--- src/rtl/crane_wb_pkg.sv ---
// Shared writeback definitions: source encodings, register-address width and
// arbiter pointer states used across the writeback path.
package crane_wb_pkg;

    localparam int REG_ADDR_W   = 5;
    localparam int XLEN_DEFAULT = 32;

    // Wide enough for the largest legal starvation limit (15).
    localparam int STARVE_CNT_W = 4;

    typedef enum logic [1:0] {
        SRC_ALU = 2'd0,
        SRC_LSU = 2'd1,
        SRC_MDU = 2'd2
    } wb_src_e;

    typedef enum logic {
        PTR_LSU = 1'b0,
        PTR_MDU = 1'b1
    } rr_ptr_e;

endpackage

--- src/rtl/wb_rr_arb2.sv ---
// Two-requester round-robin arbiter for the secondary writeback sources.
// req[0]/gnt[0] is LSU and req[1]/gnt[1] is MDU; en low blocks every grant.
module wb_rr_arb2
    import crane_wb_pkg::*;
(
    input  logic       clk,
    input  logic       rst_n,
    input  logic       en,
    input  logic [1:0] req,
    output logic [1:0] gnt
);

    rr_ptr_e ptr_q;
    rr_ptr_e ptr_d;

    // NOTE: every signal driven here gets a default first so no path can
    // leave it unassigned, which would otherwise infer a latch.
    always_comb begin
        gnt   = 2'b00;
        ptr_d = ptr_q;
        if (en) begin
            if (req == 2'b11) begin
                gnt = (ptr_q == PTR_LSU) ? 2'b01 : 2'b10;
            end else begin
                gnt = req;
            end
        end
        // The winner moves to the back of the line.
        if (gnt[0]) begin
            ptr_d = PTR_MDU;
        end else if (gnt[1]) begin
            ptr_d = PTR_LSU;
        end
    end

    // NOTE: state registers use non-blocking assignments so every flop samples
    // pre-edge values regardless of process evaluation order.
    always_ff @(posedge clk or negedge rst_n) begin
        if (!rst_n) begin
            ptr_q <= PTR_LSU;
        end else begin
            ptr_q <= ptr_d;
        end
    end

endmodule

--- src/rtl/regfile_wb_arb.sv ---
// Writeback arbiter for the integer register file write port: ALU first, LSU/MDU
// round-robin, starvation stall. Statistics counters exist only under
// REGFILE_WB_ARB_STATS_EN.
module regfile_wb_arb
    import crane_wb_pkg::*;
#(
    parameter int STARVE_MAX = 4,
    parameter int XLEN       = XLEN_DEFAULT
) (
    input  logic                  clk,
    input  logic                  rst_n,
    input  logic                  alu_valid,
    input  logic [REG_ADDR_W-1:0] alu_rd,
    input  logic [XLEN-1:0]       alu_data,
    input  logic                  lsu_valid,
    output logic                  lsu_ready,
    input  logic [REG_ADDR_W-1:0] lsu_rd,
    input  logic [XLEN-1:0]       lsu_data,
    input  logic                  mdu_valid,
    output logic                  mdu_ready,
    input  logic [REG_ADDR_W-1:0] mdu_rd,
    input  logic [XLEN-1:0]       mdu_data,
    output logic                  stall_o,
    output logic                  we,
    output logic [REG_ADDR_W-1:0] wr_addr,
    output logic [XLEN-1:0]       wr_data,
    output logic [1:0]            wr_src,
    output logic [31:0]           stat_alu_cnt,
    output logic [31:0]           stat_lsu_cnt,
    output logic [31:0]           stat_mdu_cnt,
    output logic [31:0]           stat_stall_cnt
);

    localparam logic [STARVE_CNT_W-1:0] STARVE_LIM = STARVE_CNT_W'(STARVE_MAX);

    logic [1:0]              sec_gnt;
    logic                    sec_valid;
    logic                    sec_taken;
    logic                    accept;
    logic [REG_ADDR_W-1:0]   sel_rd;
    logic [XLEN-1:0]         sel_data;
    wb_src_e                 sel_src;
    logic [STARVE_CNT_W-1:0] starve_q;
    logic [STARVE_CNT_W-1:0] starve_d;
    logic                    stall_q;
    logic                    we_q;
    logic [REG_ADDR_W-1:0]   wr_addr_q;
    logic [XLEN-1:0]         wr_data_q;
    wb_src_e                 wr_src_q;

    // Gating with rst_n keeps the readies low while reset is held.
    wb_rr_arb2 u_rr (
        .clk   (clk),
        .rst_n (rst_n),
        .en    (rst_n & ~alu_valid),
        .req   ({mdu_valid, lsu_valid}),
        .gnt   (sec_gnt)
    );

    assign lsu_ready = sec_gnt[0];
    assign mdu_ready = sec_gnt[1];
    assign sec_valid = lsu_valid | mdu_valid;
    assign sec_taken = |sec_gnt;
    assign accept    = alu_valid | sec_taken;

    always_comb begin
        sel_rd   = alu_rd;
        sel_data = alu_data;
        sel_src  = SRC_ALU;
        if (!alu_valid) begin
            if (sec_gnt[0]) begin
                sel_rd   = lsu_rd;
                sel_data = lsu_data;
                sel_src  = SRC_LSU;
            end else if (sec_gnt[1]) begin
                sel_rd   = mdu_rd;
                sel_data = mdu_data;
                sel_src  = SRC_MDU;
            end
        end
    end

    always_comb begin
        starve_d = starve_q;
        if (sec_taken || !sec_valid) begin
            starve_d = '0;
        end else if (starve_q < STARVE_LIM) begin
            starve_d = starve_q + 1'b1;
        end
    end

    always_ff @(posedge clk or negedge rst_n) begin
        if (!rst_n) begin
            starve_q <= '0;
            stall_q  <= 1'b0;
        end else begin
            starve_q <= starve_d;
            if (sec_taken) begin
                stall_q <= 1'b0;
            end else if (starve_d == STARVE_LIM) begin
                stall_q <= 1'b1;
            end
        end
    end

    // Address/data/source hold between grants; only we pulses.
    always_ff @(posedge clk or negedge rst_n) begin
        if (!rst_n) begin
            we_q      <= 1'b0;
            wr_addr_q <= '0;
            wr_data_q <= '0;
            wr_src_q  <= SRC_ALU;
        end else begin
            we_q <= accept && (sel_rd != '0);
            if (accept) begin
                wr_addr_q <= sel_rd;
                wr_data_q <= sel_data;
                wr_src_q  <= sel_src;
            end
        end
    end

    assign stall_o = stall_q;
    assign we      = we_q;
    assign wr_addr = wr_addr_q;
    assign wr_data = wr_data_q;
    assign wr_src  = wr_src_q;

    // The pipeline must keep the ALU quiet while stalled; the ALU still wins.
    always_ff @(posedge clk) begin
        if (rst_n) begin
            assert (!(alu_valid && stall_q))
            else $error("regfile_wb_arb: alu_valid asserted while stall_o is high");
        end
    end

`ifdef REGFILE_WB_ARB_STATS_EN
    logic [31:0] alu_cnt_q;
    logic [31:0] lsu_cnt_q;
    logic [31:0] mdu_cnt_q;
    logic [31:0] stall_cnt_q;

    always_ff @(posedge clk or negedge rst_n) begin
        if (!rst_n) begin
            alu_cnt_q   <= '0;
            lsu_cnt_q   <= '0;
            mdu_cnt_q   <= '0;
            stall_cnt_q <= '0;
        end else begin
            if (alu_valid) alu_cnt_q   <= alu_cnt_q + 32'd1;
            if (lsu_ready) lsu_cnt_q   <= lsu_cnt_q + 32'd1;
            if (mdu_ready) mdu_cnt_q   <= mdu_cnt_q + 32'd1;
            if (stall_q)   stall_cnt_q <= stall_cnt_q + 32'd1;
        end
    end

    assign stat_alu_cnt   = alu_cnt_q;
    assign stat_lsu_cnt   = lsu_cnt_q;
    assign stat_mdu_cnt   = mdu_cnt_q;
    assign stat_stall_cnt = stall_cnt_q;
`else
    assign stat_alu_cnt   = '0;
    assign stat_lsu_cnt   = '0;
    assign stat_mdu_cnt   = '0;
    assign stat_stall_cnt = '0;
`endif

endmodule

--- config.mk ---
export PLATFORM = sky130hd
export DESIGN_NAME = regfile_wb_arb
export DESIGN_NICKNAME = d
export VERILOG_FILES = /design/src/rtl/crane_wb_pkg.sv /design/src/rtl/wb_rr_arb2.sv /design/src/rtl/regfile_wb_arb.sv
export SDC_FILE = /design/constraint.sdc
export NUM_CORES = 1
export LEC_CHECK = 0
export ABC_AREA = 1
export BUFFER_PORTS_ARGS = -buffer_cell sky130_fd_sc_hd__buf_4
export CELL_PAD_IN_SITES_DETAIL_PLACEMENT = 1
export CELL_PAD_IN_SITES_GLOBAL_PLACEMENT = 1
export CORE_ASPECT_RATIO = 2
export CORE_MARGIN = 3
export CORE_UTILIZATION = 26
export CTS_CLUSTER_DIAMETER = 50
export DETAILED_ROUTE_END_ITERATION = 8
export PLACE_DENSITY_LB_ADDON = 0.2
export SLEW_MARGIN = 5
export SYNTH_ARGS = -nofsm -noshare
export SYNTH_HDL_FRONTEND = slang
export SYNTH_HIERARCHICAL = 1
export SYNTH_SLANG_ARGS = --single-unit
--- constraint.sdc ---
create_clock -name clk -period 1.9 [get_ports clk]
set_clock_uncertainty 0.2 [all_clocks]
set_input_delay 0.38 -clock clk [delete_from_list [all_inputs] [get_ports clk]]
set_output_delay 0.38 -clock clk [all_outputs]
set_load 0.01 [all_outputs]
==> Word-level counts from Yosys, hierarchy flattened <==
Index checks and enable logic that the tools add are counted.
{ "totals": {"ff_bits": 46, "inputBits": 116, "out_inout_bits": 171, "wordCells": 40} }
{ "op_classes": {"addsub": 1, "n_lt_le_gt_ge": 1, "n_eq_ne": 2, "n_mux": 18, "n_bitwise": 4, "n_reduce_logical": 7} }
{ "op_table": {"columns": ["op", "count"], "rows": [
  ["$mux 32", 3],
  ["$mux 5", 3],
  ["$mux 2", 6],
  ["$mux 4", 2],
  ["$reduce_bool 5->1", 1],
  ["$add 4x1->4 const B", 1],
  ["$eq 4x3->1 const B", 1],
  ["$lt 4x3->1 const B", 1],
  ["$mux 1", 4],
  ["$reduce_bool 2->1", 2],
  ["$eq 2x2->1 const B", 1],
  ["$or 1x1->1", 2],
  ["$reduce_or 2->1", 1],
  ["$and 1x1->1", 1],
  ["$logic_and 1x1->1", 1],
  ["$logic_not 1->1", 1],
  ["$logic_or 1x1->1", 1],
  ["$not 1->1", 1]
]} }

==> Depth between registers and ports, before layout <==
Gate-level depths: netlist (run 1).
{ "logic_depth": {"word_depth": 9, "depth_mapped": 17, "mapped_depth_nobuf": 15} }

==> Cells and area by module <==
The synthesis (run 1) kept the hierarchy.
{ "by_module_without_submodules": {"columns": ["module", "instances", "cells_each", "area_per_inst_um2", "seq_area_each_um2"], "rows": [
  ["regfile_wb_arb", 1, 450, 3403.3, 1126.1],
  ["wb_rr_arb2", 1, 12, 71.3, 25.0]
]} }

==> Worst setup path before layout (run 1) <==
No wires, ideal clock.
{ "synth_path": {"path_kind": "in2reg", "from": "input rst_n", "to": "register wr_data_q[10], in the netlist wr_data[10]", "setup_time_ns": 0.063, "t_arrival_ns": 1.894, "required_time_ns": 1.637, "setup_slack_ns": -0.257, "cell_stages": 11, "path_buffers": 1, "path_cell_list": "inv_1 > nor2_1 > nand2_1 > a21oi_1 > inv_2 > nor3_4 > buf_2 > nand2_1 > nand3_1 > o21ai_1 > inv_1"} }
{ "synth_between": {"elab_chain_cells": 5, "elab_cells_between_ends": 7, "classes_between": "mux (4); bitwise (2); reduce/logical (1)"} }
{ "synth_rtl": {"columns": ["element", "line", "rtl"], "rows": [
  ["start: declaration", "regfile_wb_arb.sv:11", "input logic rst_n,"],
  ["$and 1x1->1 (*)", "regfile_wb_arb.sv:55", ".en (rst_n & ~alu_valid),"],
  ["$mux 2 (*)", "wb_rr_arb2.sv:21", "if (en) begin"],
  ["via mdu_ready", "regfile_wb_arb.sv:20", "output logic mdu_ready,"],
  ["$mux 32", "regfile_wb_arb.sv:75", "end else if (sec_gnt[1]) begin"],
  ["$mux 32", "regfile_wb_arb.sv:71", "if (sec_gnt[0]) begin"],
  ["$mux 32", "regfile_wb_arb.sv:70", "if (!alu_valid) begin"],
  ["end signal: assignment", "regfile_wb_arb.sv:117", "wr_data_q <= sel_data;"],
  ["end: declaration", "regfile_wb_arb.sv:48", "logic [XLEN-1:0] wr_data_q;"]
]} }
Mark *: on every way through the listed nets, which the timed path passes. The rest lies on a longest branch.
A chain may end at the register's enable or synchronous reset.

==> Worst setup path after layout (run 1) <==
{ "layout_path": {"from": "register u_rr.ptr_q", "to": "output lsu_ready"} }
{ "layout_between": {"elab_chain_cells": 3} }
{ "layout_rtl": {"columns": ["element", "line", "rtl"], "rows": [
  ["start: declaration", "wb_rr_arb2.sv:13", "rr_ptr_e ptr_q;"],
  ["start signal: assignment", "wb_rr_arb2.sv:42", "ptr_q <= ptr_d;"],
  ["$mux 2", "wb_rr_arb2.sv:23", "gnt = (ptr_q == PTR_LSU) ? 2'b01 : 2'b10;"],
  ["$mux 2", "wb_rr_arb2.sv:22", "if (req == 2'b11) begin"],
  ["$mux 2", "wb_rr_arb2.sv:21", null],
  ["end: declaration", "regfile_wb_arb.sv:16", "output logic lsu_ready,"]
]} }
Every way passes these cells.

==> results.py, run 1 <==
metrics = {
    "run_status": {
        "status": "finished clean",
    },
    "clock_tree": {
        "clk_path_buf_depth": 2,
        "root_buffer": "clkbuf_16",
        "cts_tree": "built",
        "numClockSinks": 46,
        "clock_latency_ps": 290,
        "h-tree-depth": 2,
        "cts_hold_buffers": 0,
        "numCtsBuffers": 5,
        "cts_setup_buffers": 0,
        "clk_pin_slew_ps": 70,
    },
    "routing": {
        "drc": 0,
        "avgRoutedWirePerCell_um": 15.34,
        "drtIter0Drc": 75,
        "first_pass_iters": 4,
        "wl_um": 12040,
        "vias": 3283,
        "antenna_left": 0,
        "viasPerCell": 4.182,
    },
    "pwr": {
        "finalPower_w": 0.003456,
        "vdd_drop_max_mv": 0.3910,
        "total_leakage_power_nw": 2.614,
        "cellPowerDensity_nw_per_um2": 732.6,
    },
    "finish": {
        "nets": 749,
        "drive_above_1_share_pct": 33.02,
        "fill_cells": 1715,
        "area_growth_syn_to_layout_pct": 35.76,
        "final_common_cell": "buf_4",
        "final_util_pct": 36.10,
        "final_area_um2": 4717,
        "final_cell_mix": "buf_4 (176), conb_1 (128), nand2_1 (93), dfrtp_1 (46), inv_1 (42)",
        "antenna_cells": 0,
    },
    "logic_synthesis": {
        "synth_simple_gate_area_share_pct": 17.82,
        "synth_compound_area_share_pct": 12.78,
        "yosysUniqueCellTypes": 27,
        "synth_ff_type": "dfrtp_1",
        "synth_area_leaders": "dfrtp_1 (33%), buf_4 (28%), nand2_1 (10%)",
        "synth_top_area_cell": "dfrtp_1",
        "ys_ff_latch": 46,
        "synth_top_area_share_pct": 33.13,
        "muxShareOfSynthArea_pct": 0,
        "synth_top_family_by_area": "buffers and inverters",
        "synthAdderAreaFrac_pct": 0.3601,
        "post_synth.cell_area_avg_um2": 7.521,
        "synth-async-reset-ratio_pct": 100.0,
        "synth_area_um2": 3475,
        "yosys_warnings": 6,
        "synth_cells": 462,
        "ys_seq_area_share_pct": 33.13,
        "synth_edf_count": 0,
        "synth-xor-area-share_pct": 0.2521,
    },
    "placed_design": {
        "gp_congestion": 0.7715,
        "dpl_cell_area_um2": 4499,
        "hpwl_um": 10030,
        "numPortBuffers": 158,
    },
    "critical_path": {
        "cp.required_ps": 1320,
        "cp-start-kind": "register",
        "path_max_fanout": 3,
        "crit_slowest_cell": "dfrtp_1",
        "worstPathCellList": "nand2_1 > nand2_1 > inv_2 > buf_6 > buf_4 > buf_4",
        "worst-setup-path-type": "reg2out",
        "slowest_delay_ps": 370,
        "setup.worst_path.end_class": "primary output",
        "arrival_ps": 1260,
    },
    "die": {
        "die_x_um": 87.74,
        "core_um2": 13070,
        "start_util_pct": 26.59,
        "die_height_um": 169.5,
        "io_pins": 287,
        "std_cell_rows": 59,
        "die_area_um2": 14870,
    },
    "timing": {
        "slew_headroom_pct": 58.57,
        "timing.final.hold_violations": 0,
        "worstMarginPinSlew_ps": 621.5,
        "max_freq_mhz": 543.1,
        "final_max_slew_viol_count": 0,
        "final.min_clock_period_ps": 1841,
        "timing.final.crit_share_pct": 96.91,
        "rsz0062_at_grt": "false",
        "setup_viol": 0,
    },
    "global_route": {
        "gr-usage-all-layers_pct": 15.76,
        "grt_pass1_vias": 3372,
        "grt_pass1_wl_um": 17860,
        "grt_max_degree": 47,
        "antenna_found_initial": 0,
        "grt-ovfl-total": 0,
    },
    "job": {
        "cap_viol_max_count": 0,
    },
    "hold_path": {
        "hold_path.class": "in2async",
    },
}
-- cell families (layout without fill, tap and decap cells) --
| family | count (synthesis) | count (layout) |
|---|---|---|
| simple gates | 142 | 142 |
| flops | 46 | 46 |
| compound gates | 78 | 78 |
| fa+ha+maj | 1 | 1 |
| buf+inv | 193 | 237 |
| other cells | 1 | 128 |
| xor+xnor | 1 | 1 |
-- where the power goes --
part | switching, W | internal, W
clock | 0.000372 | 0.000790
combinational | 0.000597 | 0.000486
sequential | 0.0000853 | 0.00113
-- metrics by stage --
stage	setup TNS, ps	worst slack [ps]	instances	hold slack [ps]
floorplan	0	0.05373	589	-115.6
global placement	-4040	-165.7	777	273.4
detailed placement	-5668	-198.5	777	266.4
CTS	0	15.72	785	111.8
global route	0	0.6346	785	123.6
finish	0	58.73	785	70.91
-- path summary, 6_finish.rpt --
path | start | to | slack (ps) | depth (start not counted)
min | rst_n | wr_addr[1] | 70 | 2
min reg2reg | wr_data[18] | wr_data[18] | 280 | 2
max in group asynchronous | rst_n | wr_data[31] | 1000 | 2
max | u_rr/ptr_q | lsu_ready | 60 | 6
min in group clk | mdu_rd[0] | wr_addr[0] | 200 | 3
max reg2reg | u_rr/ptr_q | wr_data[28] | 120 | 11
-- critical path: cells and delay by family (launching register included) --
kind                   cells  cell delay, ps
AND/OR/NAND/NOR            2             160
buffers and inverters      4             440
flip-flops                 1             370
-- synth_stat cells, types with 2 or more instances --
master and count:
a22oi_1 2, nand2_1 93, nand4_1 4, o21ai_0 35, buf_4 129, inv_2 4
buf_6 2, a22oi_2 5, nand3_1 31, nor2_1 9, clkbuf_1 5, inv_1 44
a21oi_1 3, nand2_4 2, buf_2 8, o21ai_1 30, dfrtp_1 46
-- metal layers --
metal	routed length, µm	track usage [%]	up-vias
met5	0	0	-
met4	391	6.146	0
met3	765	2.624	21
met2	7053	31.08	181
met1	3834	15.56	1545
li1	-	-	1536
-- layout make-up --
cell class | instances | area (µm²) | area share (%)
clock buffers | 6 | 138.9 | 2.944
clock inverters | 2 | 60.06 | 1.273
inverters | 48 | 190.2 | 4.032
multi-input cells | 350 | 1588 | 33.66
flip-flops and latches | 46 | 1151 | 24.40
well taps | 152 | 190.2 | 4.032
repair buffers | 181 | 1399 | 29.66
-- registers in the layout, summed over array words and instances, names as in the netlist --
signal	count
u_rr/ptr_q	1
wr_src	2
stall_o	1
we	1
wr_data	32
starve_q	4
wr_addr	5
-- repair_timing --
| action | CTS | global route |
|---|---|---|
| pin swaps | 0 | 2 |
| hold endpoints to repair | 0 | 0 |
| resized for setup | 1 | 5 |
| endpoints found under the setup margin | 1 | 24 |
Note: power is estimated with default switching activity, not from simulation.
==> run 2, diff against run 1 <==
--- a/config.mk
+++ b/config.mk
@@ -7,6 +7,7 @@
 export LEC_CHECK = 0
 export ABC_AREA = 1
 export BUFFER_PORTS_ARGS = -buffer_cell sky130_fd_sc_hd__buf_4
+export CAP_MARGIN = 40
 export CELL_PAD_IN_SITES_DETAIL_PLACEMENT = 1
 export CELL_PAD_IN_SITES_GLOBAL_PLACEMENT = 1
 export CORE_ASPECT_RATIO = 2
@@ -18,5 +19,4 @@
 export SLEW_MARGIN = 5
 export SYNTH_ARGS = -nofsm -noshare
 export SYNTH_HDL_FRONTEND = slang
-export SYNTH_HIERARCHICAL = 1
 export SYNTH_SLANG_ARGS = --single-unit
==> run 2 against run 1 <==
Worst setup slack gained 78 ps. Non-clock buffer count shrank 6. First-iteration DRC count shrank 16%. Via count shrank 2.4%. Global-route usage grew 0.63 points. Core utilization shrank 1.1 points. Die area shrank 0.95%. Clock power shrank 24%. Flip-flop and latch count is the same. Largest cell class unchanged.
==> results.py, run 2 <==
metrics = {
    "run_status": {
        "status": "finished clean",
    },
    "pwr": {
        "cellPowerDensity_nw_per_um2": 695.8,
        "total_leakage_power_nw": 2.441,
        "p_int_w": 0.002065,
        "swShare_pct": 33.62,
        "vdd_drop_max_mv": 0.3866,
        "combPwrFrac_pct": 32.8,
        "sequentialPowerShare_pct": 38.7,
        "pwr-share-clk_pct": 28.5,
        "p_switching_w": 0.001046,
    },
    "logic_synthesis": {
        "synth_cells": 440,
        "synth_top_area_share_pct": 33.47,
        "synth_edf_count": 0,
        "synth_ff_type": "dfrtp_1",
        "yosys_warnings": 0,
        "synth_area_leaders": "dfrtp_1 (33%), buf_4 (29%), nand2_1 (10%)",
        "yosysUniqueCellTypes": 26,
        "post_synth.cell_area_avg_um2": 7.817,
        "synth_top_area_cell": "dfrtp_1",
        "ys_ff_latch": 46,
        "synth-async-reset-ratio_pct": 100.0,
        "synth_most_common_cell": "buf_4",
        "synth_area_um2": 3440,
        "synth_common_cells": "buf_4 (131), nand2_1 (93), dfrtp_1 (46)",
        "ys_seq_area_share_pct": 33.47,
    },
    "finish": {
        "final_util_pct": 35.00,
        "final_common_cell": "buf_4",
        "nets": 719,
        "final_cell_mix": "buf_4 (174), conb_1 (128), nand2_1 (93), dfrtp_1 (46), inv_1 (26)",
        "drive_above_1_share_pct": 32.01,
        "area_growth_syn_to_layout_pct": 29.97,
        "antenna_cells": 0,
        "largest_reg_flops": 32,
    },
    "placed_design": {
        "numPortBuffers": 158,
        "pre_cts_slack_ps": 39.37,
        "gp_congestion": 0.8235,
        "hpwl_um": 9920,
    },
    "global_route": {
        "grt_pass1_vias": 3424,
        "grt-ovfl-total": 0,
        "grt_max_degree": 47,
        "gr-usage-all-layers_pct": 16.39,
        "antenna_found_initial": 0,
        "grt_pass1_wl_um": 18370,
    },
    "die": {
        "die_x_um": 87.33,
        "std_cell_rows": 58,
        "die_area_um2": 14730,
        "start_util_pct": 26.93,
        "core_um2": 12770,
        "io_pins": 287,
        "die_height_um": 168.7,
    },
    "critical_path": {
        "cp-start-kind": "register",
        "critPathBufInv": 2,
        "path_max_fanout": 5,
        "worstPathCellList": "nand2_1 > nand3_1 > inv_2 > buf_4",
        "timing.critical_path.max_delay_family": "flip-flops",
        "worst-setup-path-type": "reg2out",
        "setup.worst_path.end_class": "primary output",
        "crit_slowest_cell": "dfrtp_1",
        "arrival_ps": 1180,
        "cp.required_ps": 1320,
        "slowest_delay_ps": 380,
    },
    "routing": {
        "first_pass_iters": 4,
        "vias": 3204,
        "avgRoutedWirePerCell_um": 16.31,
        "viasPerCell": 4.255,
        "drtIter0Drc": 63,
        "wl_um": 12280,
        "antenna_left": 0,
        "drc": 0,
    },
    "clock_tree": {
        "h-tree-depth": 2,
        "clk_pin_slew_ps": 70,
        "numCtsBuffers": 5,
        "cts_hold_buffers": 0,
        "numClockSinks": 46,
        "clk_path_buf_depth": 2,
        "root_buffer": "clkbuf_16",
        "clock_latency_ps": 290,
        "cts_tree": "built",
    },
    "job": {
        "cap_viol_max_count": 0,
    },
    "timing": {
        "fin_tns_setup_ps": 0,
        "worstMarginPinSlew_ps": 637.9,
        "max_freq_mhz": 567.3,
        "final_max_slew_viol_count": 0,
        "timing.final.crit_share_pct": 92.78,
        "setup_ws_ps": 137.1,
        "timing.final.hold_violations": 0,
        "final.min_clock_period_ps": 1763,
        "slew_headroom_pct": 57.47,
        "rsz0062_at_grt": "false",
        "setup_viol": 0,
        "whs_ps": 27.78,
    },
    "hold_path": {
        "hold_path.class": "in2async",
    },
}
## run 2: changes by cell type in the layout (fill, tap and decap cells not counted), sizes merged, moves of 3 or more
cell | previous run | this run
a21oi | 4 | 18
a22oi | 7 | 0
buf | 181 | 175
inv | 48 | 31
nand3 | 31 | 11
nand4 | 4 | 24
o211ai | 0 | 3
o21ai | 65 | 35
o22ai | 0 | 13
## run 2: kinds of logic (layout without fill, tap and decap cells)
group | Yosys count | count (layout) | share of synthesized area, %
DFF | 46 | 46 | 33.47
buffers and inverters | 178 | 214 | 35.65
xor gates and xnor gates | 1 | 1 | 0.2547
adders and majority gates | 1 | 1 | 0.3637
AOI/OAI and AO/OA | 71 | 71 | 11.17
and+or+nand+nor | 142 | 142 | 18.99
other | 1 | 128 | 0.1090
## run 2: power groups by stage
stage / Sequential, W / Clock (W) / Combinational [W]
3_3_place_gp: 0.00121 / 0 / 0.00100
2_1_floorplan: 0.00126 / 0 / 0.000638
4_1_cts: 0.00121 / 0.000926 / 0.00103
3_5_place_dp: 0.00122 / 0 / 0.00103
6_report: 0.00120 / 0.000886 / 0.00102
5_1_grt: 0.00123 / 0.000960 / 0.00114
## run 2: final timing paths
kind                               from     endpoint  slack, ps  cells after the start
max                          u_rr.ptr_q    lsu_ready        140                      4
min                               rst_n  wr_data[17]         30                      2
max reg2reg                  u_rr.ptr_q           we        260                     10
min reg2reg                 wr_data[12]  wr_data[12]        280                      2
max in group asynchronous         rst_n  wr_data[20]       1040                      2
min in group clk           alu_data[12]  wr_data[12]        140                      3
## run 2: through the flow
step | power [W] | cells | instance area [µm²]
after global routing | 0.003326 | 753 | 4471
after floorplan | 0.001901 | 567 | 3916
after CTS | 0.003165 | 752 | 4461
final | 0.003111 | 753 | 4471
after detailed placement | 0.002251 | 744 | 4318
after global placement | 0.002215 | 744 | 4318
## run 2: final cells by class
class,instances,area (µm²)
Tap cell,150,187.7
Sequential cell,46,1151
Clock inverter,2,13.76
Inverter,31,123.9
Fill cell,1670,8302
Timing Repair Buffer,175,1326
Clock buffer,6,128.9
Multi-Input combinational cell,343,1539
## run 2: repair_timing
item,CTS,global route
setup endpoints to repair,0,2
gates resized for setup,0,1
buffers inserted,0,1
## run 2: layer usage
metal	share of wire [%]	vias to the layer above	GRT usage [%]
met2	59	181	32.85
met5	0	-	0
met4	1.8	0	5.077
met1	31	1518	15.42
met3	9.0	10	3.994
li1	-	1495	-
==> run 3, diff against run 2 <==
--- a/config.mk
+++ b/config.mk
@@ -15,7 +15,7 @@
 export CORE_UTILIZATION = 26
 export CTS_CLUSTER_DIAMETER = 50
 export DETAILED_ROUTE_END_ITERATION = 8
-export PLACE_DENSITY_LB_ADDON = 0.2
+export PLACE_DENSITY_LB_ADDON = 0.1
 export SLEW_MARGIN = 5
 export SYNTH_ARGS = -nofsm -noshare
 export SYNTH_HDL_FRONTEND = slang
==> run 3 against run 2 <==
Clock-buffer cell count is the same. Non-clock buffer count grew 10. Critical endpoint is now mdu_ready. Via count is 1.3% lower. Sequential power about the same. First-iteration DRC count up 46%. Worst setup slack worse by 43 ps. Largest cell class unchanged. Critical path type unchanged. Cell count is 1.3% higher.
==> results.py, run 3 (synthesized netlist as in run 2, its figures left out) <==
metrics = {
    "routing": {
        "antenna_left": 0,
        "viasPerCell": 4.145,
        "wl_um": 12310,
        "avgRoutedWirePerCell_um": 16.14,
        "drtIter0Drc": 92,
        "drc": 0,
        "vias": 3163,
        "first_pass_iters": 4,
    },
    "finish": {
        "nets": 729,
        "final_cell_mix": "buf_4 (183), conb_1 (128), nand2_1 (93), dfrtp_1 (46), inv_1 (26)",
        "fill_cells": 1625,
        "final_util_pct": 35.73,
        "fin_cells": 763,
        "seq_area_um2": 1151,
        "largest_reg_flops": 32,
        "final_area_um2": 4563,
        "antenna_cells": 0,
        "drive_above_1_share_pct": 33.12,
        "multi_input_area_um2": 1539,
        "area_growth_syn_to_layout_pct": 32.67,
        "final_common_cell": "buf_4",
    },
    "placed_design": {
        "hpwl_um": 9830,
        "numPortBuffers": 158,
        "dpl_cell_area_um2": 4368,
        "pre_cts_slack_ps": -72.90,
        "place_inst": 749,
        "gp_congestion": 0.8095,
    },
    "global_route": {
        "grt_max_degree": 47,
        "grt-ovfl-total": 0,
        "grt_pass1_wl_um": 17750,
        "antenna_found_initial": 0,
        "gr-usage-all-layers_pct": 15.76,
        "grt_pass1_vias": 3265,
    },
    "critical_path": {
        "path_max_fanout": 9,
        "regToRegSetupSlack_ps": 210,
        "cp.required_ps": 1320,
        "worst-setup-path-type": "reg2out",
        "arrival_ps": 1230,
        "reg2reg_depth": 8,
        "setup.worst_path.end_class": "primary output",
        "cp-start-kind": "register",
    },
    "die": {
        "die_area_um2": 14730,
        "die_height_um": 168.7,
        "start_util_pct": 26.93,
        "core_um2": 12770,
        "io_pins": 287,
        "std_cell_rows": 58,
        "die_x_um": 87.33,
    },
    "timing": {
        "worstMarginPinSlew_ps": 665.8,
        "whs_ps": 9.876,
        "setup_viol": 0,
        "final.min_clock_period_ps": 1805,
        "setup_ws_ps": 94.53,
        "timing.final.hold_violations": 0,
        "max_freq_mhz": 553.9,
        "final_max_slew_viol_count": 0,
        "slew_headroom_pct": 55.61,
        "rsz0062_at_grt": "false",
        "timing.final.crit_share_pct": 95.02,
    },
    "clock_tree": {
        "clock_latency_ps": 290,
        "cts_hold_buffers": 0,
        "numCtsBuffers": 5,
        "clk_path_buf_depth": 2,
        "numClockSinks": 46,
        "h-tree-depth": 2,
        "clk_pin_slew_ps": 70,
        "cts_tree": "built",
        "root_buffer": "clkbuf_16",
    },
    "hold_path": {
        "hold_path.class": "in2async",
    },
    "pwr": {
        "cellPowerDensity_nw_per_um2": 684.0,
        "total_leakage_power_nw": 2.496,
        "vdd_drop_max_mv": 0.3425,
    },
    "job": {
        "cap_viol_max_count": 0,
    },
    "run_status": {
        "status": "finished clean",
    },
}
-- run 3: critical path, cell delays in order, from the launching register on --
cell      delay (ps)
dfrtp_1          390
inv_1             70
nand2_1           70
nand3_2          130
clkinv_4         110
buf_4            160
-- run 3: what timing repair did --
item | 4_1_cts | 5_1_grt
resized for setup | 2 | 2
setup buffers | 3 | 3
endpoints found under the setup margin | 2 | 1
-- run 3: report_power, final --
group / internal, W / switching, W
Clock: 0.000489 / 0.000394
Sequential: 0.00112 / 0.0000814
Combinational: 0.000471 / 0.000565
Total: 0.00208 / 0.00104
-- run 3: final timing paths --
path / start / end
max: u_rr.ptr_q / mdu_ready
min: rst_n / we
max reg2reg: u_rr.ptr_q / wr_data[5]
min reg2reg: wr_src[1] / wr_src[1]
max in group asynchronous: rst_n / wr_data[7]
min in group clk: alu_data[12] / wr_data[12]
-- run 3: through the flow --
step | TNS, ps | total power, W
finish | 0 | 0.003121
floorplan | 0 | 0.001901
global placement | -0.9164 | 0.002241
global route | 0 | 0.003349
CTS | 0 | 0.003182
detailed placement | -200.6 | 0.002258
-- run 3: cell type report --
cell class	instances	area share, %
Sequential cell	46	25.23
Inverter	31	2.824
Timing Repair Buffer	185	30.98
Tap cell	150	4.113
Clock inverter	2	0.3016
Clock buffer	6	2.824
Multi-Input combinational cell	343	33.73
-- run 3: per-layer routing --
layer	part of all wire [%]	global-route usage (%)
met1	33	16.53
met2	57	30.49
met3	6.9	2.435
met4	2.2	5.277
met5	0	0
